--- src/rtl/feature_pingpong_ctrl.sv ---
// ---------------------------------------------------------------------------
// feature_pingpong_ctrl
//
// Write-side scheduler for a double-buffered feature memory.
// A job descriptor (words per tile, number of tiles) is accepted when idle.
// Incoming feature words are streamed into whichever bank is free. Each
// filled bank is handed to compute with a one-cycle start pulse, and it is
// reclaimed on the compute side's done pulse. Filling one bank therefore
// overlaps computation on the other.
//
// Ports
//   clk, rst            : clock and asynchronous active-low reset
//   cfg_valid/ready     : job descriptor handshake
//   cfg_tile_words      : words per tile (1..2^ADDR_WIDTH-1)
//   cfg_num_tiles       : tiles in the job (1..255)
//   in_valid/ready/data : input feature word stream
//   fetcher_to_mem      : registered write enable toward the bank demux
//   wr_feature_addr     : registered write word address
//   wr_feature_data     : registered write data
//   wr_feature_sel      : registered bank select (0 = bank0, 1 = bank1)
//   comp_start          : one-cycle pulse, bank comp_bank handed to compute
//   comp_bank           : bank currently owned by compute
//   comp_done           : one-cycle pulse, compute releases comp_bank
//   bank_full           : per-bank full flags
//   job_done            : one-cycle pulse when the last tile is released
// ---------------------------------------------------------------------------
module feature_pingpong_ctrl #(
   parameter int FEATURE_WIDTH = 16,
   parameter int ADDR_WIDTH    = 15
) (
   input  logic                       clk,
   input  logic                       rst,
   input  logic                       cfg_valid,
   output logic                       cfg_ready,
   input  logic [ADDR_WIDTH-1:0]      cfg_tile_words,
   input  logic [7:0]                 cfg_num_tiles,
   input  logic                       in_valid,
   output logic                       in_ready,
   input  logic [2*FEATURE_WIDTH-1:0] in_data,
   output logic                       fetcher_to_mem,
   output logic [ADDR_WIDTH-1:0]      wr_feature_addr,
   output logic [2*FEATURE_WIDTH-1:0] wr_feature_data,
   output logic                       wr_feature_sel,
   output logic                       comp_start,
   output logic                       comp_bank,
   input  logic                       comp_done,
   output logic [1:0]                 bank_full,
   output logic                       job_done
);

   typedef enum logic [1:0] {W_IDLE, W_FILL, W_WAIT, W_DRAIN} w_state_t;
   typedef enum logic       {R_IDLE, R_RUN}                   r_state_t;

   w_state_t                   w_state_q, w_state_d;
   r_state_t                   r_state_q, r_state_d;
   logic [ADDR_WIDTH-1:0]      tile_words_q, tile_words_d;
   logic [7:0]                 num_tiles_q, num_tiles_d;
   logic [ADDR_WIDTH-1:0]      wcnt_q, wcnt_d;
   logic [7:0]                 tiles_written_q, tiles_written_d;
   logic [7:0]                 tiles_read_q, tiles_read_d;
   logic                       wr_bank_q, wr_bank_d;
   logic                       rd_bank_q, rd_bank_d;
   logic [1:0]                 bank_full_q, bank_full_d;
   logic                       fetcher_to_mem_q, fetcher_to_mem_d;
   logic [ADDR_WIDTH-1:0]      wr_addr_q, wr_addr_d;
   logic [2*FEATURE_WIDTH-1:0] wr_data_q, wr_data_d;
   logic                       wr_sel_q, wr_sel_d;
   logic                       comp_start_q, comp_start_d;
   logic                       comp_bank_q, comp_bank_d;
   logic                       job_done_q, job_done_d;

   logic cfg_accept;
   logic wr_hs;
   logic last_word;
   logic rd_release;
   logic last_release;
   logic nxt_bank;

   // ready signals are pure decodes of the registered write state
   assign cfg_ready = (w_state_q == W_IDLE);
   assign in_ready  = (w_state_q == W_FILL);

   assign cfg_accept   = cfg_valid && (w_state_q == W_IDLE) &&
                         (cfg_tile_words != '0) && (cfg_num_tiles != '0);
   assign wr_hs        = in_valid && (w_state_q == W_FILL);
   assign last_word    = wr_hs && (wcnt_q == tile_words_q - ADDR_WIDTH'(1));
   // comp_done only counts while compute actually owns a bank
   assign rd_release   = comp_done && (r_state_q == R_RUN);
   assign last_release = rd_release && (tiles_read_q + 8'd1 == num_tiles_q);
   assign nxt_bank     = ~wr_bank_q;

   // ---- write FSM: next state, counters and write-port register inputs ----
   always_comb begin
      w_state_d        = w_state_q;
      tile_words_d     = tile_words_q;
      num_tiles_d      = num_tiles_q;
      wcnt_d           = wcnt_q;
      tiles_written_d  = tiles_written_q;
      wr_bank_d        = wr_bank_q;
      job_done_d       = 1'b0;
      fetcher_to_mem_d = wr_hs;
      wr_addr_d        = wr_addr_q;
      wr_data_d        = wr_data_q;
      wr_sel_d         = wr_sel_q;

      if (wr_hs) begin
         wr_addr_d = wcnt_q;
         wr_data_d = in_data;
         wr_sel_d  = wr_bank_q;
      end

      case (w_state_q)
         W_IDLE: begin
            // zero-field descriptors are consumed without starting a job
            if (cfg_accept) begin
               tile_words_d    = cfg_tile_words;
               num_tiles_d     = cfg_num_tiles;
               wcnt_d          = '0;
               tiles_written_d = '0;
               w_state_d       = W_FILL;
            end
         end
         W_FILL: begin
            if (wr_hs) begin
               wcnt_d = wcnt_q + ADDR_WIDTH'(1);
               if (last_word) begin
                  wcnt_d          = '0;
                  wr_bank_d       = nxt_bank;
                  tiles_written_d = tiles_written_q + 8'd1;
                  if (tiles_written_q + 8'd1 == num_tiles_q) begin
                     w_state_d = W_DRAIN;
                  end else if (bank_full_q[nxt_bank] &&
                               !(rd_release && (rd_bank_q == nxt_bank))) begin
                     w_state_d = W_WAIT;
                  end
               end
            end
         end
         W_WAIT: begin
            // a release in this very cycle reopens the bank without a bubble
            if (!bank_full_q[wr_bank_q] ||
                (rd_release && (rd_bank_q == wr_bank_q))) begin
               w_state_d = W_FILL;
            end
         end
         W_DRAIN: begin
            if (last_release) begin
               job_done_d = 1'b1;
               w_state_d  = W_IDLE;
            end
         end
         default: w_state_d = W_IDLE;
      endcase
   end

   // ---- read FSM: hands full banks to compute in write order ----
   always_comb begin
      r_state_d    = r_state_q;
      rd_bank_d    = rd_bank_q;
      tiles_read_d = tiles_read_q;
      comp_start_d = 1'b0;
      comp_bank_d  = comp_bank_q;

      case (r_state_q)
         R_IDLE: begin
            if (bank_full_q[rd_bank_q]) begin
               comp_start_d = 1'b1;
               comp_bank_d  = rd_bank_q;
               r_state_d    = R_RUN;
            end
         end
         R_RUN: begin
            if (comp_done) begin
               rd_bank_d    = ~rd_bank_q;
               tiles_read_d = tiles_read_q + 8'd1;
               r_state_d    = R_IDLE;
            end
         end
         default: r_state_d = R_IDLE;
      endcase

      // banks are empty whenever a job is accepted, so this never races a read
      if (cfg_accept) begin
         tiles_read_d = '0;
      end
   end

   // ---- bank ownership flags ----
   // set and clear target different banks, so both may apply together
   always_comb begin
      bank_full_d = bank_full_q;
      if (rd_release) begin
         bank_full_d[rd_bank_q] = 1'b0;
      end
      if (last_word) begin
         bank_full_d[wr_bank_q] = 1'b1;
      end
   end

   // ---- state registers ----
   always_ff @(posedge clk or negedge rst) begin
      if (!rst) begin
         w_state_q        <= W_IDLE;
         r_state_q        <= R_IDLE;
         tile_words_q     <= '0;
         num_tiles_q      <= '0;
         wcnt_q           <= '0;
         tiles_written_q  <= '0;
         tiles_read_q     <= '0;
         wr_bank_q        <= 1'b0;
         rd_bank_q        <= 1'b0;
         bank_full_q      <= 2'b00;
         fetcher_to_mem_q <= 1'b0;
         wr_addr_q        <= '0;
         wr_data_q        <= '0;
         wr_sel_q         <= 1'b0;
         comp_start_q     <= 1'b0;
         comp_bank_q      <= 1'b0;
         job_done_q       <= 1'b0;
      end else begin
         w_state_q        <= w_state_d;
         r_state_q        <= r_state_d;
         tile_words_q     <= tile_words_d;
         num_tiles_q      <= num_tiles_d;
         wcnt_q           <= wcnt_d;
         tiles_written_q  <= tiles_written_d;
         tiles_read_q     <= tiles_read_d;
         wr_bank_q        <= wr_bank_d;
         rd_bank_q        <= rd_bank_d;
         bank_full_q      <= bank_full_d;
         fetcher_to_mem_q <= fetcher_to_mem_d;
         wr_addr_q        <= wr_addr_d;
         wr_data_q        <= wr_data_d;
         wr_sel_q         <= wr_sel_d;
         comp_start_q     <= comp_start_d;
         comp_bank_q      <= comp_bank_d;
         job_done_q       <= job_done_d;
      end
   end

   assign fetcher_to_mem  = fetcher_to_mem_q;
   assign wr_feature_addr = wr_addr_q;
   assign wr_feature_data = wr_data_q;
   assign wr_feature_sel  = wr_sel_q;
   assign comp_start      = comp_start_q;
   assign comp_bank       = comp_bank_q;
   assign bank_full       = bank_full_q;
   assign job_done        = job_done_q;

endmodule

--- config.mk ---
export PLATFORM = sky130hd
export DESIGN_NAME = feature_pingpong_ctrl
export DESIGN_NICKNAME = d
export VERILOG_FILES = /design/src/rtl/feature_pingpong_ctrl.sv
export SDC_FILE = /design/constraint.sdc
export NUM_CORES = 1
export LEC_CHECK = 0
export CAP_MARGIN = 20
export CELL_PAD_IN_SITES_DETAIL_PLACEMENT = 1
export CELL_PAD_IN_SITES_GLOBAL_PLACEMENT = 1
export CORE_MARGIN = 2
export CORE_UTILIZATION = 30
export DETAILED_ROUTE_END_ITERATION = 12
export PLACE_DENSITY = 0.65
export SLEW_MARGIN = 15
export SYNTH_ARGS = -nofsm -noshare
export SYNTH_HDL_FRONTEND = slang
export SYNTH_SLANG_ARGS = --single-unit
export TNS_END_PERCENT = 1
--- constraint.sdc ---
create_clock -name clk -period 7.75 [get_ports clk]
set_input_delay 0.775 -clock clk [delete_from_list [all_inputs] [get_ports clk]]
set_output_delay 0.775 -clock clk [all_outputs]
set_load 0.05 [all_outputs]
==> results.yml, run 1 <==
run_status:
  status: "finished, final reports clean"
clocking:
  clk_pin_slew_ps: 60
  clock-sinks: 113
  cts_resized: 0
  clk_latency_ps: 410
  h-tree-depth: 4
  cts_setup_buffers: 0
  cts_tree: "done"
  cts_buffers: 17
  clockBufferDepth: 2
  cts_hold_buf: 0
  cts-root-buf: "clkbuf_16"
global_routing:
  grt_first_pass_wirelength_um: 28300
  antenna_found_initial: 0
  grt-ovfl-total: 0
  grt_pass1_vias: 5530
  grt_max_degree: 74
  grt_use_total_pct: 17.3
pwr:
  p_leak_nw: 3.43
  ir_drop_uv: 153
  powerDensity_mw_per_mm2: 322
place:
  dp.cells: 1032
  dpl.hpwl_um: 12300
  numPortBuffers: 115
  gp_congestion: 0.833
synthesis:
  synth.cell_area_sq_mm: 0.00589
  synthFlopType: "dfrtp_1"
  synthCells: 689
  async_flop_share_pct: 100
  yosysTopAreaCellShare_pct: 48.0
  ys_warn_count: 0
  syn_nets: 753
  ys_top_cells_by_area: "dfrtp_1 (48%), nand2_1 (15%), xnor2_1 (4.3%)"
  ys_types: 58
  synth-seq-area-share_pct: 48.0
  postSynthAreaPerCell_sq_um: 8.55
  synth-edff-count: 0
  yosysTopAreaCell: "dfrtp_1"
  yosys_register_bits: 113
floorplanning:
  die_y_um: 144
  die_w_um: 144
  die_area_sq_mm: 0.0208
  start_util_pct: 30.5
  core_area_sq_mm: 0.0193
  io_pins: 116
  rows: 51
detailed_routing:
  dr.first_iter.drc_count: 200
  ant_nets: 0
  totalWireLength_um: 17600
  routed-via-count: 5334
  via_per_inst: 5.02
  drc: 0
  firstDrtPassIters: 4
  wl_per_cell_um: 16.5
sta:
  fin_worst_skew_ps: 11.2
  finalCritPeriodShare_pct: 51.0
  min_period_ps: 3950
  setup_violations: 0
  max_freq_mhz: 253
  whs_ps: 348
  finalHoldViolations: 0
  final_max_slew_viol_count: 0
  final.setup.tns_ps: 0
  rsz0062_at_grt: "false"
  worst_pin_slew_ps: 1100
  max_slew_margin_pct: 26.8
worst_setup_path:
  cp_cell_sequence: "nor4_1, nand3_1, and4b_1, a211oi_1, or4b_1, nand2_1, o311ai_0"
  crit_type: "flip-flop to flip-flop"
  slowest_delay_ps: 910
  startpoint_type: "flip-flop"
  crit_arrival_ps: 4240
  endpoint_kind: "flip-flop"
  crit_fanout: 32
  slowest_stage: "or4b_1"
  required_ps: 8040
cells_and_area:
  nFillCells: 2270
  layout_commonest_cell: "nand2_1"
  diodes: 0
  fin_cells: 1063
  layout.nets: 850
  drive_gt1_share_pct: 5.64
  final_cell_mix: "nand2_1 (232), clkdlybuf4s50_1 (114), dfrtp_1 (113), xnor2_1 (29), nand3_1 (29)"
  syn_to_final_growth_pct: 34.0
job:
  drv_cap: 0
min_path:
  hold_class: "primary input to async pin"
## critical path: cells and delay by family, from the launching register on
family | cells | cell delay [ps]
AND/OR/NAND/NOR | 5 | 2640
AO/OA/AOI/OAI | 2 | 710
flip-flops | 1 | 480
## layer usage
metal  track usage, %  wire length [um]
met1             23.9              8750
met2             27.7              7810
met4             5.06               113
met3             3.34               898
met5                0                 0
## flip-flops by register name (all words and copies together) (netlist names), 2 cells and up
name,flops
wr_feature_data,32
wr_feature_addr,15
tiles_written_q,8
bank_full,2
num_tiles_q,8
tile_words_q,15
w_state_q,2
wcnt_q,15
tiles_read_q,8
## stage by stage
stage               instance area (sq um)  util (%)  worst slack, ps  power (mW)
global placement                     7250      37.5             3270        1.68
CTS                                  7890      40.8             3600        2.57
floorplan                            5890         -             4750        1.42
global route                         7890      40.8             3430        2.69
detailed placement                   7250      37.5             3170        1.71
finish                               7890      40.8             3800        2.54
## report_power, final
part	switching (mW)	total [mW]	leakage, nW	internal, mW
Sequential	0.186	0.906	1.41	0.721
Clock	0.275	0.844	0.315	0.568
Combinational	0.480	0.791	1.70	0.311
## path summary, 6_finish.rpt
| check | slack [ps] | to | start | depth (start not counted) |
|---|---|---|---|---|
| min in group clk | 470 | wr_feature_data[24]$_DFFE_PN0P_ | wr_feature_data[24]$_DFFE_PN0P_ | 2 |
| setup / recovery | 3800 | wcnt_q[11]$_DFFE_PN0P_ | tile_words_q[3]$_DFFE_PN0P_ | 7 |
| max in group asynchronous | 6040 | wr_feature_addr[3]$_DFFE_PN0P_ | rst | 2 |
| hold reg to reg | 470 | wr_feature_data[24]$_DFFE_PN0P_ | wr_feature_data[24]$_DFFE_PN0P_ | 2 |
| setup reg to reg | 3800 | wcnt_q[11]$_DFFE_PN0P_ | tile_words_q[3]$_DFFE_PN0P_ | 7 |
| hold / removal | 350 | rd_bank_q$_DFFE_PN0P_ | rst | 1 |
## cell type report
class                   instances  area [sq um]  area share [%]
clock inverters                10           156            1.98
well taps                     265           332            4.20
inverters                      12          45.0           0.571
multi-input cells             520          2850            36.1
clock buffers                  21           480            6.09
repair buffers                122          1200            15.2
flip-flops and latches        113          2830            35.8
## cell families after synthesis
kind of cell / synth area share, %
buf+inv: 3.74
flops: 48.0
compound gates: 10.5
simple gates: 29.3
fa+ha+maj: 1.02
mux: 0.850
xor+xnor: 6.54
## synth_stat cells (all sizes together), types with 9 or more instances
cell type and count:
xor2 15, dfrtp 113, nand4 18, nor2 26, nand2 233, a31oi 9, xnor2 29, o21ai 21
nor3 11, clkbuf 36, a21oi 9, nand3 29, nor4 9, inv 12
Note: power is estimated with default switching activity, not from simulation.
==> inputs of run 2 (changes only) <==
PLACE_DENSITY = 0.67   (was 0.65)
clock period = 3.15 ns   (was 7.75 ns; I/O delays follow)
==> run 2 against run 1 <==
Clock power grew 140%. First-iteration DRC count rose by 27%. Cell area rose by 2.2%. Combinational power grew to 2.7 times the previous value. Global-route usage grew 0.36 points. Critical endpoint is now wcnt_q[13]$_DFFE_PN0P_. Worst setup slack worse by 3700 ps. Power is 150% higher. Routed wire length increased by 0.43%.
==> results.yml, run 2 (synthesis gave the netlist of run 1 again) <==
worst_setup_path:
  crit_arrival_ps: 3300
  crit_fanout: 18
  endpoint_kind: "flip-flop"
  worst-path-buf-inv: 1
  slowest_delay_ps: 590
  startpoint_type: "flip-flop"
  crit_type: "flip-flop to flip-flop"
  slowest_stage: "or4b_4"
  required_ps: 3430
  path_delay_family: "simple AND/OR/NAND/NOR gates"
  cp_cell_sequence: "or4_4, or4_1, a2bb2oi_2, nand4_1, or4b_4, buf_4, a32oi_2, o31ai_1"
floorplanning:
  io_pins: 116
  die_w_um: 144
  die_area_sq_mm: 0.0208
  core_area_sq_mm: 0.0193
  rows: 51
  die_y_um: 144
  start_util_pct: 30.5
pwr:
  p_leak_nw: 3.52
  powerDensity_mw_per_mm2: 786
  ir_drop_uv: 363
  power_mw: 6.34
detailed_routing:
  wl_met2_um: 7890
  dr.first_iter.drc_count: 253
  wl_met1_um: 8430
  drc: 0
  routed-via-count: 5428
  ant_nets: 0
  totalWireLength_um: 17600
  firstDrtPassIters: 4
  wl_met3_um: 1070
  top_layer: "met4"
  via_per_inst: 5.03
  wl_per_cell_um: 16.3
global_routing:
  antenna_found_initial: 0
  grt_max_degree: 62
  grt_pass1_vias: 5622
  grt-ovfl-total: 0
  grt_use_total_pct: 17.7
  grt_first_pass_wirelength_um: 28800
clocking:
  cts_setup_buffers: 0
  clock-sinks: 113
  clk_latency_ps: 410
  clockBufferDepth: 2
  cts_buffers: 17
  cts-root-buf: "clkbuf_16"
  h-tree-depth: 4
  cts_tree: "done"
  clk_pin_slew_ps: 60
run_status:
  status: "finished, final reports clean"
sta:
  final.setup.tns_ps: 0
  max_slew_margin_pct: 53.6
  finalCritPeriodShare_pct: 95.8
  max_freq_mhz: 331
  setup_violations: 0
  min_period_ps: 3020
  fin_worst_skew_ps: 8.34
  rsz0062_at_grt: "false"
  setup_slack_ps: 132
  worst_pin_slew_ps: 696
  finalHoldViolations: 0
  final_max_slew_viol_count: 0
place:
  placed_cell_area_sq_mm: 0.00737
  gp_congestion: 0.833
  dpl.hpwl_um: 12800
  post-place-ws_ps: -210
  numPortBuffers: 115
cells_and_area:
  nFillCells: 2289
  drive_gt1_share_pct: 8.71
  final_area_sq_mm: 0.00807
  layout_commonest_cell: "nand2_1"
  largest_register_ffs: 32
  post-route-util_pct: 41.7
  syn_to_final_growth_pct: 37.0
  diodes: 0
  layout.nets: 866
  final_cell_mix: "nand2_1 (231), dfrtp_1 (113), clkdlybuf4s50_1 (113), xnor2_1 (29), nand3_1 (29)"
job:
  drv_cap: 0
min_path:
  hold_class: "primary input to flip-flop"
## run 2: worst paths after layout
kind                                                      from                              end  cells after the start  slack [ps]
worst max-delay path               tile_words_q[5]$_DFFE_PN0P_           wcnt_q[13]$_DFFE_PN0P_                      8         130
worst min-delay path                               in_data[24]  wr_feature_data[24]$_DFFE_PN0P_                      3         430
worst max register to register     tile_words_q[5]$_DFFE_PN0P_           wcnt_q[13]$_DFFE_PN0P_                      8         130
worst min register to register  wr_feature_addr[5]$_DFFE_PN0P_   wr_feature_addr[5]$_DFFE_PN0P_                      2         470
max in group asynchronous                                  rst   wr_feature_addr[7]$_DFFE_PN0P_                      3        1870
min in group asynchronous                                  rst   wr_feature_data[8]$_DFFE_PN0P_                      2         500
## run 2: area by class of cell
| type | instances | area, sq um | area share, % |
|---|---|---|---|
| clock inverter | 9 | 126 | 1.57 |
| inverter | 12 | 45.0 | 0.558 |
| tap | 265 | 332 | 4.11 |
| sequential | 113 | 2830 | 35.1 |
| clock buffer | 23 | 508 | 6.30 |
| timing repair buffer | 138 | 1330 | 16.5 |
| multi-input combinational | 520 | 2890 | 35.9 |
## run 2: timing repair
item,CTS,global route
endpoints found under the setup margin,21,9
hold buffers,1,0
endpoints found under the hold margin,52,0
resized for setup,4,6
gates cloned,0,0
## run 2: metal layers
layer	vias to the layer above	GRT usage, %
met5	-	0
li1	2593	-
met2	152	28.3
met4	0	6.30
met3	19	3.64
met1	2664	23.7
## run 2: per-stage QoR
stage | std cells | hold slack [ps]
finish | 1080 | 435
global route | 1080 | 436
CTS | 1080 | 417
detailed placement | 1047 | 413
global placement | 1047 | 404
floorplan | 689 | 19.4
## run 2: worst reg2reg max path, delay by kind of cell (launching register included)
family / cells / cell delay [ps]
AO/OA/AOI/OAI: 3 / 470
buffers and inverters: 1 / 230
flip-flops: 1 / 430
AND/OR/NAND/NOR: 4 / 1740
## run 2: power by group
part	switching [mW]	internal, mW	leakage, nW
clock network	0.674	1.37	0.315
registers	0.413	1.77	1.41
logic	1.27	0.850	1.79
total	2.36	3.99	3.52
